==> config.mk <==
export PLATFORM = sky130hd
export DESIGN_NAME = bird_pos_sequencer
export DESIGN_NICKNAME = d
export VERILOG_FILES = /design/src/rtl/bird_pos_sequencer_pkg.sv /design/src/rtl/bird_pos_sequencer_slide_lane.sv /design/src/rtl/bird_pos_sequencer.sv
export SDC_FILE = /design/constraint.sdc
export NUM_CORES = 1
export LEC_CHECK = 0
export BUFFER_PORTS_ARGS = -buffer_cell sky130_fd_sc_hd__buf_2
export CAP_MARGIN = 20
export CORE_AREA = 3 3 123 125
export CTS_CLUSTER_DIAMETER = 150
export DETAILED_ROUTE_END_ITERATION = 10
export DIE_AREA = 0 0 126 128
export SLEW_MARGIN = 30
export SYNTH_ARGS = -nofsm -noshare
export SYNTH_HDL_FRONTEND = slang
export SYNTH_SLANG_ARGS = --single-unit
export TNS_END_PERCENT = 30
==> constraint.sdc <==
create_clock -name clk -period 2.27 [get_ports clk]
set_clock_uncertainty 0.15 [all_clocks]
set_input_delay 0.1135 -clock clk [delete_from_list [all_inputs] [get_ports clk]]
set_output_delay 0.1135 -clock clk [all_outputs]
set_load 0.01 [all_outputs]
==> src/rtl/bird_pos_sequencer_pkg.sv <==
// Shared definitions for the bird position sequencer: game-state codes,
// idle-flap animation codes and the default off-screen parking coordinate.
package bird_pos_sequencer_pkg;

  typedef enum logic [2:0] {
    ST_MENU     = 3'b000,
    ST_READY    = 3'b001,
    ST_PLAY     = 3'b010,
    ST_GAMEOVER = 3'b011
  } game_state_t;

  typedef enum logic [1:0] {
    ANIM_UP   = 2'd0,
    ANIM_MID  = 2'd1,
    ANIM_DOWN = 2'd2
  } anim_t;

  localparam int unsigned OFF_POS_DEFAULT = 2000;

  function automatic anim_t anim_next(input anim_t a);
    case (a)
      ANIM_UP:  return ANIM_MID;
      ANIM_MID: return ANIM_DOWN;
      default:  return ANIM_UP;
    endcase
  endfunction

endpackage

==> src/rtl/bird_pos_sequencer_slide_lane.sv <==
// One bird's slide-in lane: holds the horizontal slide position and advances
// it by SLIDE_STEP per frame, saturating exactly at TARGET.
module bird_slide_lane #(
  parameter int unsigned POS_W      = 11,
  parameter int unsigned TARGET     = 320,
  parameter int unsigned SLIDE_STEP = 8
) (
  input  logic             clk,
  input  logic             rst,
  input  logic             tick,
  input  logic             restart,
  output logic [POS_W-1:0] h_next,
  output logic             at_target
);

  localparam logic [POS_W:0]   STEP_X = (POS_W+1)'(SLIDE_STEP);
  localparam logic [POS_W:0]   TGT_X  = (POS_W+1)'(TARGET);
  localparam logic [POS_W-1:0] TGT    = POS_W'(TARGET);

  logic [POS_W-1:0] h;
  logic [POS_W:0]   sum;

  // One extra bit on the sum so a step past the target never wraps.
  always_comb begin
    sum = {1'b0, h} + STEP_X;
    if (restart)
      h_next = '0;
    else if (sum >= TGT_X)
      h_next = TGT;
    else
      h_next = sum[POS_W-1:0];
    at_target = (h_next == TGT);
  end

  always_ff @(posedge clk) begin
    if (rst)
      h <= '0;
    else if (tick)
      h <= h_next;
  end

endmodule

==> src/rtl/bird_pos_sequencer.sv <==
// Per-frame bird position/animation sequencer; all outputs change only on
// frame_tick. Optional GAMEOVER death blink: define BIRD_DEATH_BLINK_EN.
module bird_pos_sequencer
  import bird_pos_sequencer_pkg::*;
#(
  parameter int unsigned NUM_BIRDS     = 2,
  parameter int unsigned POS_W         = 11,
  parameter int unsigned OFF_POS       = OFF_POS_DEFAULT,
  parameter int unsigned MENU_H        = 320,
  parameter int unsigned MENU_V        = 285,
  parameter int unsigned START_H       = 320,
  parameter int unsigned START_V       = 240,
  parameter int unsigned START_SPACING = 40,
  parameter int unsigned SLIDE_STEP    = 8,
  parameter int unsigned ANIM_DIV      = 6
) (
  input  logic                       clk,
  input  logic                       rst,
  input  logic                       frame_tick,
  input  logic [2:0]                 game_state,
  input  logic [NUM_BIRDS-1:0]       active_mask,
  input  logic [NUM_BIRDS*POS_W-1:0] bird_h_in,
  input  logic [NUM_BIRDS*POS_W-1:0] bird_v_in,
  input  logic [NUM_BIRDS*2-1:0]     bird_anim_in,
  input  logic [NUM_BIRDS-1:0]       dead_mask,
  output logic [NUM_BIRDS*POS_W-1:0] bird_h_out,
  output logic [NUM_BIRDS*POS_W-1:0] bird_v_out,
  output logic [NUM_BIRDS*2-1:0]     bird_anim_out,
  output logic                       slide_done
);

  localparam logic [POS_W-1:0] OFF_W    = POS_W'(OFF_POS);
  localparam logic [POS_W-1:0] MENU_HW  = POS_W'(MENU_H);
  localparam logic [POS_W-1:0] MENU_VW  = POS_W'(MENU_V);
  localparam logic [POS_W-1:0] START_VW = POS_W'(START_V);
  localparam int unsigned      CNT_W    = (ANIM_DIV > 1) ? $clog2(ANIM_DIV) : 1;
  localparam logic [CNT_W-1:0] CNT_LAST = CNT_W'(ANIM_DIV - 1);

  if (NUM_BIRDS < 1 || NUM_BIRDS > 4 ||
      START_H < (NUM_BIRDS - 1) * START_SPACING ||
      64'(OFF_POS) >= (64'(1) << POS_W)) begin : g_param_check
    $error("bird_pos_sequencer: illegal parameter combination");
  end

  game_state_t          st, prev_state;
  logic [NUM_BIRDS-1:0] prev_active;
  logic [CNT_W-1:0]     cnt, cnt_cur;
  anim_t                anim_idle;
  logic                 run, wrap, entry_ready;

  logic [POS_W-1:0]     lane_h [NUM_BIRDS];
  logic [NUM_BIRDS-1:0] lane_at, restart;

  logic [NUM_BIRDS*POS_W-1:0] h_nx, v_nx;
  logic [NUM_BIRDS*2-1:0]     a_nx;
  logic                       slide_done_nx;

`ifdef BIRD_DEATH_BLINK_EN
  logic blink_phase, phase_cur, go_entry;
`else
  logic unused_dead;
  assign unused_dead = ^dead_mask;
`endif

  always_comb begin
    case (game_state)
      ST_MENU:     st = ST_MENU;
      ST_READY:    st = ST_READY;
      ST_GAMEOVER: st = ST_GAMEOVER;
      default:     st = ST_PLAY;
    endcase
  end

  assign entry_ready = (st == ST_READY) && (prev_state != ST_READY);

  // Blink phase and frame counter restart on GAMEOVER entry so the blink
  // always opens with a full visible period.
  always_comb begin
    cnt_cur = cnt;
    run     = (st == ST_MENU) || (st == ST_READY);
`ifdef BIRD_DEATH_BLINK_EN
    go_entry  = (st == ST_GAMEOVER) && (prev_state != ST_GAMEOVER);
    phase_cur = go_entry ? 1'b0 : blink_phase;
    if (st == ST_GAMEOVER) run = 1'b1;
    if (go_entry) cnt_cur = '0;
`endif
    wrap = (cnt_cur == CNT_LAST);
  end

  for (genvar g = 0; g < NUM_BIRDS; g++) begin : g_lane
    assign restart[g] = (st != ST_READY) || entry_ready ||
                        !active_mask[g] || !prev_active[g];
    bird_slide_lane #(
      .POS_W      (POS_W),
      .TARGET     (START_H - g * START_SPACING),
      .SLIDE_STEP (SLIDE_STEP)
    ) u_lane (
      .clk       (clk),
      .rst       (rst),
      .tick      (frame_tick),
      .restart   (restart[g]),
      .h_next    (lane_h[g]),
      .at_target (lane_at[g])
    );
  end

  always_comb begin
    h_nx = '0;
    v_nx = '0;
    a_nx = '0;
    for (int unsigned i = 0; i < NUM_BIRDS; i++) begin
      h_nx[i*POS_W +: POS_W] = OFF_W;
      v_nx[i*POS_W +: POS_W] = OFF_W;
      a_nx[i*2 +: 2]         = '0;
      if (active_mask[i]) begin
        case (st)
          ST_MENU: begin
            if (i == 0) begin
              h_nx[i*POS_W +: POS_W] = MENU_HW;
              v_nx[i*POS_W +: POS_W] = MENU_VW;
              a_nx[i*2 +: 2]         = anim_idle;
            end
          end
          ST_READY: begin
            h_nx[i*POS_W +: POS_W] = lane_h[i];
            v_nx[i*POS_W +: POS_W] = START_VW;
            a_nx[i*2 +: 2]         = anim_idle;
          end
          default: begin
            h_nx[i*POS_W +: POS_W] = bird_h_in[i*POS_W +: POS_W];
            v_nx[i*POS_W +: POS_W] = bird_v_in[i*POS_W +: POS_W];
            a_nx[i*2 +: 2]         = bird_anim_in[i*2 +: 2];
`ifdef BIRD_DEATH_BLINK_EN
            if (st == ST_GAMEOVER && dead_mask[i] && phase_cur) begin
              h_nx[i*POS_W +: POS_W] = OFF_W;
              v_nx[i*POS_W +: POS_W] = OFF_W;
              a_nx[i*2 +: 2]         = '0;
            end
`endif
          end
        endcase
      end
    end
    slide_done_nx = (st == ST_READY) && !entry_ready &&
                    (&(lane_at | ~active_mask));
  end

  always_ff @(posedge clk) begin
    if (rst) begin
      bird_h_out    <= {NUM_BIRDS{OFF_W}};
      bird_v_out    <= {NUM_BIRDS{OFF_W}};
      bird_anim_out <= '0;
      slide_done    <= 1'b0;
      prev_state    <= ST_MENU;
      prev_active   <= '0;
      cnt           <= '0;
      anim_idle     <= ANIM_UP;
`ifdef BIRD_DEATH_BLINK_EN
      blink_phase   <= 1'b0;
`endif
    end else if (frame_tick) begin
      bird_h_out    <= h_nx;
      bird_v_out    <= v_nx;
      bird_anim_out <= a_nx;
      slide_done    <= slide_done_nx;
      prev_state    <= st;
      prev_active   <= active_mask;
      if (run) begin
        cnt <= wrap ? '0 : cnt_cur + CNT_W'(1);
        if (wrap) anim_idle <= anim_next(anim_idle);
      end else begin
        cnt       <= '0;
        anim_idle <= ANIM_UP;
      end
`ifdef BIRD_DEATH_BLINK_EN
      if (st == ST_GAMEOVER)
        blink_phase <= wrap ? ~phase_cur : phase_cur;
      else
        blink_phase <= 1'b0;
`endif
    end
  end

endmodule

Yosys cells after proc, flatten, opt, wreduce, memory -nomap -nowiden
Cells that the tools add are included. W data, S select, Z words.

Reduce and logical (&&, ||, !) cells: 20. Muxes and demuxes: 22. Magnitude comparators: 2. Equal/unequal tests: 10. Bitwise operators: 2. $add $sub $neg: 3.

Operator list (count): $mux W11 (8); $pmux W11 S2 (4); $add A11 B4 Y12 const B (2); $ge A12 B9 Y1 const B (2); $eq A11 B9 Y1 const B (2); $mux W2 (5); $pmux W2 S2 (2); $eq A3 B1 Y1 const B (2); $logic_not A3 Y1 (2); $logic_or A1 B1 Y1 (6); $mux W3 (2); $ne A3 B1 Y1 const B (2); $pmux W2 S3 (1); $logic_not A1 Y1 (5); $reduce_and A2 Y1 (2); $add A3 B1 Y3 const B (1); $eq A3 B2 Y1 const B (1); $eq A3 B3 Y1 const B (1); $logic_and A1 B1 Y1 (3); $eq A2 B1 Y1 const B (1); $logic_not A2 Y1 (1); $ne A2 B1 Y1 const B (1); $not A2 Y2 (1); $or A2 B2 Y2 (1); $reduce_or A2 Y1 (1).

Input port bits: 58. Logic and storage cells: 69. Flip-flop bits (word level): 81. Output and inout port bits: 49.

Longest topological paths before layout
Word-level depth: 12. Gate-level depth with buffers: 7. Gate-level depth less buffers: 6.

Modules after synthesis
From an unflattened synthesis, not the netlist that was laid out.

Cell total of the unflattened synthesis: 448. Area total of the unflattened synthesis: 3920.0 um2.

By module, submodules not included: bird_pos_sequencer (times used 1, cells an instance 262, area each 2394.8 um2); bird_slide_lane at g_lane[1].u_lane (times used 1, cells an instance 95, area each 782.0 um2); bird_slide_lane at g_lane[0].u_lane (times used 1, cells an instance 91, area each 743.2 um2).

Worst setup path after synthesis
Ideal clock, no wire load.

Path type: register to register. Start: reg g_lane[0].u_lane.h[3]. End: reg slide_done. Required time: 2.003 ns. Setup slack: 0.064 ns. Stages on the path, launching flop included: 7. Data arrival time: 1.938 ns. Buffers on the path: 0. Cells stage by stage: dfxtp_1 ha_1 nand3_2 a2111oi_4 nor2_1 or4b_1 a32o_1.

Longest elaborated chain between the ends: 8.

Ends and longest elaborated chain: start, declared (RTL line bird_pos_sequencer_slide_lane.sv:20) `logic [POS_W-1:0] h;`; start signal, assigned (RTL line bird_pos_sequencer_slide_lane.sv:39) `h <= h_next;`; $add A11 B4 Y12 (*) (RTL line bird_pos_sequencer_slide_lane.sv:25) `sum = {1'b0, h} + STEP_X;`; $ge A12 B9 Y1 (RTL line bird_pos_sequencer_slide_lane.sv:28) `else if (sum >= TGT_X)`; $mux W11 (*) (RTL line bird_pos_sequencer_slide_lane.sv:28); $mux W11 (*) (RTL line bird_pos_sequencer_slide_lane.sv:26) `if (restart)`; $eq A11 B9 Y1 (*) (RTL line bird_pos_sequencer_slide_lane.sv:32) `at_target = (h_next == TGT);`; $or A2 B2 Y2 (*) (RTL line bird_pos_sequencer.sv:145) `(&(lane_at | ~active_mask));`; $reduce_and A2 Y1 (*) (RTL line bird_pos_sequencer.sv:145); $logic_and A1 B1 Y1 (*) (RTL line bird_pos_sequencer.sv:144) `slide_done_nx = (st == ST_READY) && !entry_ready &&`; end signal, assigned (RTL line bird_pos_sequencer.sv:165) `slide_done <= slide_done_nx;`; end, declared (RTL line bird_pos_sequencer.sv:29) `output logic slide_done`.

Mark *: on every way between the ends. The rest lies on a longest branch, timed or not. A chain may end at the register's enable or synchronous reset.

Worst setup path in the final report
Start: reg g_lane[1].u_lane.h[4]. End: reg g_lane[1].u_lane.h[1].

Longest elaborated chain between the ends: 4.

Ends and longest elaborated chain (RTL line): start, declared (bird_pos_sequencer_slide_lane.sv:20); start signal, assigned (bird_pos_sequencer_slide_lane.sv:39); $add A11 B4 Y12 (bird_pos_sequencer_slide_lane.sv:25); $ge A12 B9 Y1 (bird_pos_sequencer_slide_lane.sv:28); $mux W11 (bird_pos_sequencer_slide_lane.sv:28); $mux W11 (bird_pos_sequencer_slide_lane.sv:26).

No other way between the ends.

==> results.yml <==
critical_path:
  crit_path_start_kind: "flop"
  worst-endpoint-arrival_ns: 2.23
  crit_fanout: 10
  cp-end-kind: "flop"
  cpPeakStageDelay_ns: 0.48
  crit_slowest_cell: "a2111o_1"
  critPathKind: "flop to flop"
  cp.required_ns: 2.36
  worstPathCellList: "ha_1 -> nand3_1 -> a2111o_1 -> a21oi_4 -> buf_12 -> nand2_2 -> a211oi_1"
finish:
  fin_util: 0.3682
  syn_to_final_growth_pct: 46.53
  antenna_cells: 0
  drive_above_1_share: 0.2777
  nNetsFinal: 642
floorplan:
  ios: 107
  core_area_um2: 13990
  die_w_um: 126
  dieArea_um2: 16130
  rows: 43
  start_util: 0.2513
  die_height_um: 128
run_status:
  outcome: "completed"
sta:
  slew_headroom: 0.5426
  period_share: 0.9407
  finalSetupTns_ns: 0
  max_freq_mhz: 468.3
  rsz0062_at_grt: "false"
  setup_slack_ns: 0.1346
  report.final.slew_viol_count: 0
  finalHoldViolations: 0
  setup-violations-final: 0
  tightest_slew_ns: 0.6824
  period_needed_ns: 2.135
yosys:
  synthXorXnorAreaFrac: 0.009968
  syn_avg_cell_area_um2: 8.388
  synth_compound_area_frac: 0.2403
  synth_edf_count: 0
  synthSimpleGateAreaFrac: 0.2300
  muxShareOfSynthArea: 0.008544
  yosys_warnings: 0
  synth_ff_type: "dfxtp_1"
  synth_common_cells: "80 x dfxtp_1, 59 x nand2_1, 48 x nor2_1, 41 x a21oi_1, 20 x clkbuf_1"
  synth_top_family_by_area: "compound AO/OA/AOI/OAI gates"
  synth_top_cell_area_share: 0.4557
  synth_seq_cells: 80
  yosysSeqAreaShare: 0.4557
  yosysTopAreaCell: "dfxtp_1"
  syn-cell-area_um2: 3515
  synthTopCellsByArea: "dfxtp_1 46%, nand2_1 6.3%, a21oi_1 5.8%"
  synthArstFlopShare: 0
  synth.net_count: 479
  yosys.area_share.adder: 0.007120
  synth_cell_types: 55
  synthCells: 419
  synth_most_common_cell: "dfxtp_1"
detailed_routing:
  drt_iter0_markers: 159
  via_per_inst: 4.718
  final_antenna_net_count: 0
  drc: 0
  totalWireLength_um: 10940
  drtPass1Iterations: 4
  wl_per_cell_um: 14.26
  via_count: 3619
clock_tree:
  cts_resized: 0
  clock_path_buffers: 2
  tritoncts: "done"
  clkLatencyLatePin_ns: 0.35
  clkTransAtPathRegs_ns: 0.06
  cts_root_buf: "clkbuf_16"
  numCtsBuffers: 9
  numClockSinks: 80
  h-tree-depth: 3
grt:
  grt_pass1_wl_um: 17420
  grt_overflow_total: 0
  grt_pass1_vias: 3447
  grt_max_degree: 38
  grt_usage: 0.1339
  antenna_found_initial: 0
placed_design:
  pre_cts_ws_ns: 0.1007
  routabilityCongestion: 0.8484
  port_buffers: 104
  dp_hpwl_um: 7849
power_and_ir_drop:
  ir_worst_vdd_mv: 0.5470
  p_leak_nw: 2.083
  pwr_density_cell_nw_per_um2: 638.4
hold_path:
  min_path_type: "input port to flop"
flow_run:
  max_cap_violations: 0
[placed cells by master (no fill, tap or decap), types with 3 or more instances in the layout]
cell / synthesis / layout
a22oi_1: 13 / 13
and4_1: 3 / 3
o211ai_1: 9 / 9
a21oi_1: 41 / 41
and2_1: 6 / 6
buf_4: 2 / 23
inv_1: 11 / 11
nor2_1: 48 / 48
a31oi_1: 8 / 8
buf_2: 1 / 104
a211oi_1: 8 / 8
dlygate4sd3_1: 0 / 52
a22o_1: 4 / 4
dfxtp_1: 80 / 80
o22ai_1: 8 / 8
o21ai_0: 10 / 10
nor3_1: 7 / 7
nand2b_1: 7 / 7
nor4_1: 3 / 3
and3b_1: 3 / 3
mux2i_1: 3 / 3
nand4_1: 8 / 8
nand3_1: 5 / 5
clkbuf_16: 0 / 9
nand2_1: 59 / 59
or2_2: 7 / 7
o22a_1: 4 / 4
[state kept, by name, indices dropped and copies added (netlist names)]
name,count
anim_idle,2
bird_anim_out,4
bird_h_out,22
bird_v_out,22
cnt,3
g_lane.u_lane.h,22
prev_active,2
prev_state,2
slide_done,1
[kinds of logic (layout without fill, tap and decap cells)]
family | Yosys count | in the layout
simple gates | 169 | 169
compound gates | 122 | 122
flops | 80 | 80
buf+inv | 39 | 207
xor+xnor | 4 | 4
mux | 3 | 3
fa+ha+maj | 2 | 2
[what timing repair did]
action	in CTS	in global routing
setup endpoints to repair	0	7
endpoints found under the hold margin	52	0
buffers inserted	0	1
hold buffers	52	0
[through the flow]
stage | hold slack (ns) | power, mW | cell area (um^2) | cells
detailed placement | 0.1773 | 1.762 | 4304 | 698
global placement | 0.1704 | 1.755 | 4304 | 698
global route | 0.04533 | 3.428 | 5150 | 767
finish | 0.04304 | 3.288 | 5150 | 767
CTS | 0.02326 | 3.325 | 5130 | 766
floorplan | 0.08264 | 1.627 | 3515 | 419
[final timing paths]
check | from | endpoint | slack [ns] | cells after the start
worst min register to register | g_lane[1].u_lane.h[0] | g_lane[1].u_lane.h[0] | 0.28 | 2
worst max-delay path | g_lane[1].u_lane.h[4] | g_lane[1].u_lane.h[1] | 0.13 | 7
worst max register to register | g_lane[1].u_lane.h[4] | g_lane[1].u_lane.h[1] | 0.13 | 7
worst min-delay path | bird_anim_in[0] | bird_anim_out[0] | 0.04 | 5
[report_power, final]
part,switching (mW),internal (mW),leakage [nW]
logic,0.166,0.166,1.28
clock network,0.623,0.865,0.148
registers,0.0222,1.44,0.651
[worst max-delay path, delay by kind of cell, from the launching register on]
kind                     cells  cell delay, ns
AO/OA/AOI/OAI                3            0.92
flip-flops                   1            0.43
adder cells (fa/ha/maj)      1            0.21
AND/OR/NAND/NOR              2            0.18
buffers and inverters        1            0.14
[final cells by class]
cell class | count | area, um^2
clock buffers | 9 | 225.2
clock inverters | 7 | 80.08
fillers | 1455 | 8838
inverters | 11 | 41.29
multi-input cells | 300 | 1743
flip-flops and latches | 80 | 1602
well taps | 180 | 225.2
repair buffers | 180 | 1234
[layer usage]
metal	up-vias	part of all wire	global-route usage
li1	1822	-	-
met1	1659	0.50	0.1892
met2	130	0.42	0.1956
met3	8	0.075	0.04125
met4	0	0.012	0.04101
met5	-	0	0
No activity file was read; power rests on OpenSTA's default activity.
